[src/rtl/boot_pkg.sv]
// Shared definitions for the byte-stream boot loader: section header codes
// and the loader state encoding.
package boot_pkg;

  localparam logic [7:0] HDR_IMEM = 8'h01;
  localparam logic [7:0] HDR_DMEM = 8'h02;
  localparam logic [7:0] HDR_END  = 8'hFF;

  typedef enum logic [2:0] {
    HDR,
    LEN_HI,
    LEN_LO,
    DATA,
    DONE,
    ERR
  } state_e;

  typedef enum logic {
    TGT_IMEM,
    TGT_DMEM
  } target_e;

endpackage

[src/rtl/boot_word_packer.sv]
// Assembles four stream bytes (MSB first) into a 32-bit word; word_done
// fires combinationally alongside the 4th byte so the caller can register it.
module boot_word_packer (
  input  logic        clk,
  input  logic        reset,
  input  logic        shift_en,
  input  logic        clear,
  input  logic [7:0]  in_byte,
  output logic [31:0] word,
  output logic        word_done
);

  logic [1:0]  byte_cnt_q, byte_cnt_d;
  logic [23:0] asm_q, asm_d;

  always_comb begin
    byte_cnt_d = byte_cnt_q;
    asm_d      = asm_q;
    if (clear) begin
      byte_cnt_d = '0;
      asm_d      = '0;
    end else if (shift_en) begin
      byte_cnt_d = byte_cnt_q + 2'd1;
      asm_d      = {asm_q[15:0], in_byte};
    end
  end

  always_ff @(posedge clk or negedge reset) begin
    if (!reset) begin
      byte_cnt_q <= '0;
      asm_q      <= '0;
    end else begin
      byte_cnt_q <= byte_cnt_d;
      asm_q      <= asm_d;
    end
  end

  // Only the first three bytes are stored; the 4th is taken straight from the input.
  assign word      = {asm_q, in_byte};
  assign word_done = shift_en && !clear && (byte_cnt_q == 2'd3);

endmodule

[src/rtl/mem_boot_loader.sv]
// Parses header/length/data sections from a byte stream, writes the words
// into instruction or data memory, and releases cpu_reset once the end marker arrives.
module mem_boot_loader
  import boot_pkg::*;
#(
  parameter int IMEM_WORDS = 256,
  parameter int DMEM_WORDS = 256,
  parameter int ADDR_W     = 8
) (
  input  logic              clk,
  input  logic              reset,
  input  logic              in_valid,
  input  logic [7:0]        in_data,
  output logic              in_ready,
  output logic              imem_we,
  output logic [ADDR_W-1:0] imem_addr,
  output logic [31:0]       imem_wdata,
  output logic              dmem_we,
  output logic [ADDR_W-1:0] dmem_addr,
  output logic [31:0]       dmem_wdata,
  output logic              cpu_reset,
  output logic              done,
  output logic              error
);

  localparam logic [16:0] IMEM_DEPTH = 17'(IMEM_WORDS);
  localparam logic [16:0] DMEM_DEPTH = 17'(DMEM_WORDS);

  state_e            state_q, state_d;
  target_e           target_q, target_d;
  logic [15:0]       count_q, count_d;
  logic [15:0]       word_idx_q, word_idx_d;
  logic              imem_we_q, imem_we_d, dmem_we_q, dmem_we_d;
  logic [ADDR_W-1:0] imem_addr_q, imem_addr_d, dmem_addr_q, dmem_addr_d;
  logic [31:0]       imem_wdata_q, imem_wdata_d, dmem_wdata_q, dmem_wdata_d;
  logic              cpu_reset_q, cpu_reset_d;

  logic        accept;
  logic        word_done;
  logic [31:0] word;
  logic [15:0] len_full;
  logic [16:0] depth;

  assign in_ready = (state_q == HDR) || (state_q == LEN_HI) ||
                    (state_q == LEN_LO) || (state_q == DATA);
  assign accept   = in_valid && in_ready;
  assign len_full = {count_q[15:8], in_data};
  assign depth    = (target_q == TGT_DMEM) ? DMEM_DEPTH : IMEM_DEPTH;

  boot_word_packer u_packer (
    .clk       (clk),
    .reset     (reset),
    .shift_en  (accept && (state_q == DATA)),
    .clear     (state_q != DATA),
    .in_byte   (in_data),
    .word      (word),
    .word_done (word_done)
  );

  always_comb begin
    state_d      = state_q;
    target_d     = target_q;
    count_d      = count_q;
    word_idx_d   = word_idx_q;
    imem_we_d    = 1'b0;
    dmem_we_d    = 1'b0;
    imem_addr_d  = imem_addr_q;
    imem_wdata_d = imem_wdata_q;
    dmem_addr_d  = dmem_addr_q;
    dmem_wdata_d = dmem_wdata_q;
    case (state_q)
      HDR: if (accept) begin
        if (in_data == HDR_IMEM) begin
          target_d = TGT_IMEM;
          state_d  = LEN_HI;
        end else if (in_data == HDR_DMEM) begin
          target_d = TGT_DMEM;
          state_d  = LEN_HI;
        end else if (in_data == HDR_END) begin
          state_d = DONE;
        end else begin
          state_d = ERR;
        end
      end
      LEN_HI: if (accept) begin
        count_d = {in_data, 8'h00};
        state_d = LEN_LO;
      end
      LEN_LO: if (accept) begin
        count_d = len_full;
        if (len_full == 16'd0) begin
          state_d = HDR;
        end else if ({1'b0, len_full} > depth) begin
          state_d = ERR;
        end else begin
          word_idx_d = '0;
          state_d    = DATA;
        end
      end
      DATA: if (word_done) begin
        if (target_q == TGT_DMEM) begin
          dmem_we_d    = 1'b1;
          dmem_addr_d  = word_idx_q[ADDR_W-1:0];
          dmem_wdata_d = word;
        end else begin
          imem_we_d    = 1'b1;
          imem_addr_d  = word_idx_q[ADDR_W-1:0];
          imem_wdata_d = word;
        end
        word_idx_d = word_idx_q + 16'd1;
        if (word_idx_q == count_q - 16'd1) state_d = HDR;
      end
      default: ;
    endcase
    // Registered so the processor leaves reset on the first cycle spent in DONE.
    cpu_reset_d = (state_d != DONE);
  end

  always_ff @(posedge clk or negedge reset) begin
    if (!reset) begin
      state_q      <= HDR;
      target_q     <= TGT_IMEM;
      count_q      <= '0;
      word_idx_q   <= '0;
      imem_we_q    <= 1'b0;
      dmem_we_q    <= 1'b0;
      imem_addr_q  <= '0;
      imem_wdata_q <= '0;
      dmem_addr_q  <= '0;
      dmem_wdata_q <= '0;
      cpu_reset_q  <= 1'b1;
    end else begin
      state_q      <= state_d;
      target_q     <= target_d;
      count_q      <= count_d;
      word_idx_q   <= word_idx_d;
      imem_we_q    <= imem_we_d;
      dmem_we_q    <= dmem_we_d;
      imem_addr_q  <= imem_addr_d;
      imem_wdata_q <= imem_wdata_d;
      dmem_addr_q  <= dmem_addr_d;
      dmem_wdata_q <= dmem_wdata_d;
      cpu_reset_q  <= cpu_reset_d;
    end
  end

  assign imem_we    = imem_we_q;
  assign imem_addr  = imem_addr_q;
  assign imem_wdata = imem_wdata_q;
  assign dmem_we    = dmem_we_q;
  assign dmem_addr  = dmem_addr_q;
  assign dmem_wdata = dmem_wdata_q;
  assign cpu_reset  = cpu_reset_q;
  assign done       = (state_q == DONE);
  assign error      = (state_q == ERR);

endmodule

[config.mk]
export PLATFORM = sky130hd
export DESIGN_NAME = mem_boot_loader
export DESIGN_NICKNAME = d
export VERILOG_FILES = /design/src/rtl/boot_pkg.sv /design/src/rtl/boot_word_packer.sv /design/src/rtl/mem_boot_loader.sv
export SDC_FILE = /design/constraint.sdc
export NUM_CORES = 1
export LEC_CHECK = 0
export ABC_AREA = 1
export ABC_CLOCK_PERIOD_IN_PS = 4500
export CORE_MARGIN = 2
export CORE_UTILIZATION = 50
export CTS_BUF_LIST = sky130_fd_sc_hd__clkbuf_4
export DETAILED_ROUTE_END_ITERATION = 6
export DONT_BUFFER_PORTS = 1
export SLEW_MARGIN = 20
export SYNTH_ARGS = -nofsm -noshare
export SYNTH_HDL_FRONTEND = slang
export SYNTH_SLANG_ARGS = --single-unit
export TNS_END_PERCENT = 10
[constraint.sdc]
create_clock -name clk -period 4.5 [get_ports clk]
set_clock_uncertainty 0.15 [all_clocks]
set_input_delay 0.45 -clock clk [delete_from_list [all_inputs] [get_ports clk]]
set_output_delay 0.45 -clock clk [all_outputs]
set_load 0.02 [all_outputs]
==> results.md <==
- Clk_lat worst skew: 550 ps
- Initial drt markers: between 400 and 500
- Detail Route Antenna Nets: 0
- Syn Area/Cell: 8.79 µm²
- WP data arrival: 3190 ps
- Synth warn: 0
- Final setup viols: 0
- Initial Util: 51.7%
- # Post-CTS Setup Buffers: 0
- Fraction of layout cells with a size suffix above 1: 9.52%
- Register bit total from synthesis: between 100 and 150
- Final wirelength: 15.5 mm
- Critical Path Max Stage Delay: 680 ps
- Worst Setup End Kind: flip-flop
- Ranking of synthesized cells by area: dfrtp_1 (55%), nand2_1 (11%), o21ai_0 (6.4%)
- Area grow syn2layout: 7.76%
- DRC Markers: 0
- Total clock sinks: 145
- Library cells used by synthesis: 37
- DR WL/cell: roughly 17 µm
- Critical Path Start Type: flip-flop
- Top cells by count, synth: nand2_1 (190), dfrtp_1 (144), o21ai_0 (84)
- Crit-path cells: nor2_4 -> nand3_4 -> nor2_4 -> inv_2 -> nor2_4 -> clkinv_2 -> o21ai_0
- Inserted Diodes: 0
- CTS tree: yes
- Worst Tran Pin Value: around 900 ps
- Top_reg_cell synth: dfrtp_1
- First drt pass iteration count: 5
- Min-delay worst type: in2reg
- Final setup margin: 1600 ps
- Nets: 768
- Synth top area share: 54.8%
- VDD IR max: 0.301 mV
- Largest net degree at the start of global routing: 146
- Unrepaired setup endpoints after global routing: false
- CP top delay family: buffers and inverters
- Max-slew headroom: between 30% and 40%
- Final max-slew violation count: 0
- Fraction of the cycle the final worst path needs: 64.4%
- Tot GR Track Use: 23.4%
- Die area: 14100 µm²
- Maximum clock path buffer count: 2
- Syn Inst Count: about 750
- Vias per cell: between 5 and 6
- Die height: 119 µm
- CP Class: reg2reg
- Hpwl dp: around 11 mm
- Num CTS Buffers: 17
- Largest area contributor in the netlist: dfrtp_1
- Fin crit period: 2900 ps
- Number of synthesized flops with an enable pin: 0
- Critical Path Slowest Stage Cell: clkinv_2
- WP buf/inv: 2
- Fmax: 345 MHz
- Ys async rst share: 100%
- Register area share after synthesis: roughly 55%
- Routability-driven placement congestion ratio: around 0.85
- Worst Path Max Fanout: 80
- Clk slew on worst S/H paths: 140 ps
- Leakage Power: 3.34 nW
- Clock Tree Root: clkbuf_4
- Hold Vio Cnt, Final: 0
- Chip Width: between 100 and 150 µm
- Worst slack at placement: 1950 ps
- Port Buffer Count: 0
- Most common cell in the netlist: nand2_1
- Most common cell on crit path: nor2_4
- Vias in the first global route: 4733
- Mapped Area: 6580 µm²
- Max Cap Violations: 0
- Post-route setup TNS: 0 ps
- CP Data Required Time: 4800 ps
- Remaining Overflow, GRT: 0
- Core ar.: 12700 µm²
- Status: complete, no violations
- Global-route wire length before repair: 25.5 mm
- Initial antenna violation count: 0
- PD cells: 498 nW/µm²
- Io pins: 97
- Post-Syn Nets: 763
- H-Tree Level Count: 4
- Via count: 5147
- Row count: 41
==> final timing paths <==
path                            depth (start not counted)             end       start  slack, ps
worst max-delay path                                    7   imem_wdata[9]  state_q[2]       1600
worst min-delay path                                    2     count_q[13]  in_data[5]         40
worst max register to register                          7   imem_wdata[9]  state_q[2]       1600
worst min register to register                          1         imem_we    target_q        340
max in group asynchronous                               2  imem_wdata[19]       reset       3250
min in group asynchronous                               2   word_idx_q[7]       reset        410
==> flip-flops by register name (all words and copies together), names as in the netlist, 2 cells and up <==
signal,flops
count_q,16
dmem_addr,8
dmem_wdata,32
imem_addr,8
imem_wdata,32
state_q,3
u_packer.asm_q,24
u_packer.byte_cnt_q,2
word_idx_q,16
==> cell type report <==
class	instances	area [µm²]
multi-input cells	491	2490
clock buffers	17	128
inverters	87	329
well taps	172	215
repair buffers	12	135
flip-flops and latches	145	3630
fillers	1230	5630
clock inverters	15	166
==> routing by layer <==
metal	GRT usage, %	vias to the layer above	share of wire, %
met3	6.90	19	7.8
met5	0	-	0
met4	7.29	0	1.2
li1	-	2462	-
met1	33.9	2481	47
met2	33.9	185	44
==> stage by stage <==
step                area, µm²  hold WS (ps)  power, mW  utilization, %  instances
floorplan                6580          4.41       2.41               -        749
global placement         6670          8.27       2.63            52.4        896
detailed placement       6670          7.65       2.65            52.4        896
CTS                      7090          5.24       3.54            55.7        939
global route             7090          7.47       3.81            55.7        939
finish                   7090          43.7       3.53            55.7        939
==> placed cells by master (no fill, tap or decap), types with 4 or more instances in the layout <==
master	instances
clkbuf_4	17
o21ai_0	84
nand2_2	4
nand4_1	13
dlygate4sd3_1	10
nor2_1	43
dfrtp_1	144
inv_1	76
xor2_1	10
nand3b_1	6
clkinv_2	7
nand3_1	41
inv_2	9
nor2_4	5
o22ai_1	24
o21ai_1	27
nand2_1	190
xnor2_1	7
nor3_1	9
==> logic make-up after synthesis <==
group / Yosys count / share of synthesized area (%)
AO/OA/AOI/OAI: 142 / 11.6
XOR/XNOR: 17 / 2.26
buffers and inverters: 113 / 7.04
AND/OR/NAND/NOR: 329 / 23.4
flip-flops: 145 / 55.2
adder cells (fa/ha/maj): 3 / 0.571
==> where the power goes <==
part           switching [mW]  total (mW)  leakage, nW  internal, mW
clock network           0.474       0.856        0.158         0.382
registers               0.159        1.58         1.96          1.42
logic                   0.732        1.10         1.21         0.365
total                    1.37        3.53         3.34          2.16
==> what timing repair did <==
item | 4_1_cts | 5_1_grt
gates resized for setup | 0 | 0
hold buffers | 11 | 0
hold endpoints to repair | 163 | 0
Power figures use the tool's default switching activity.
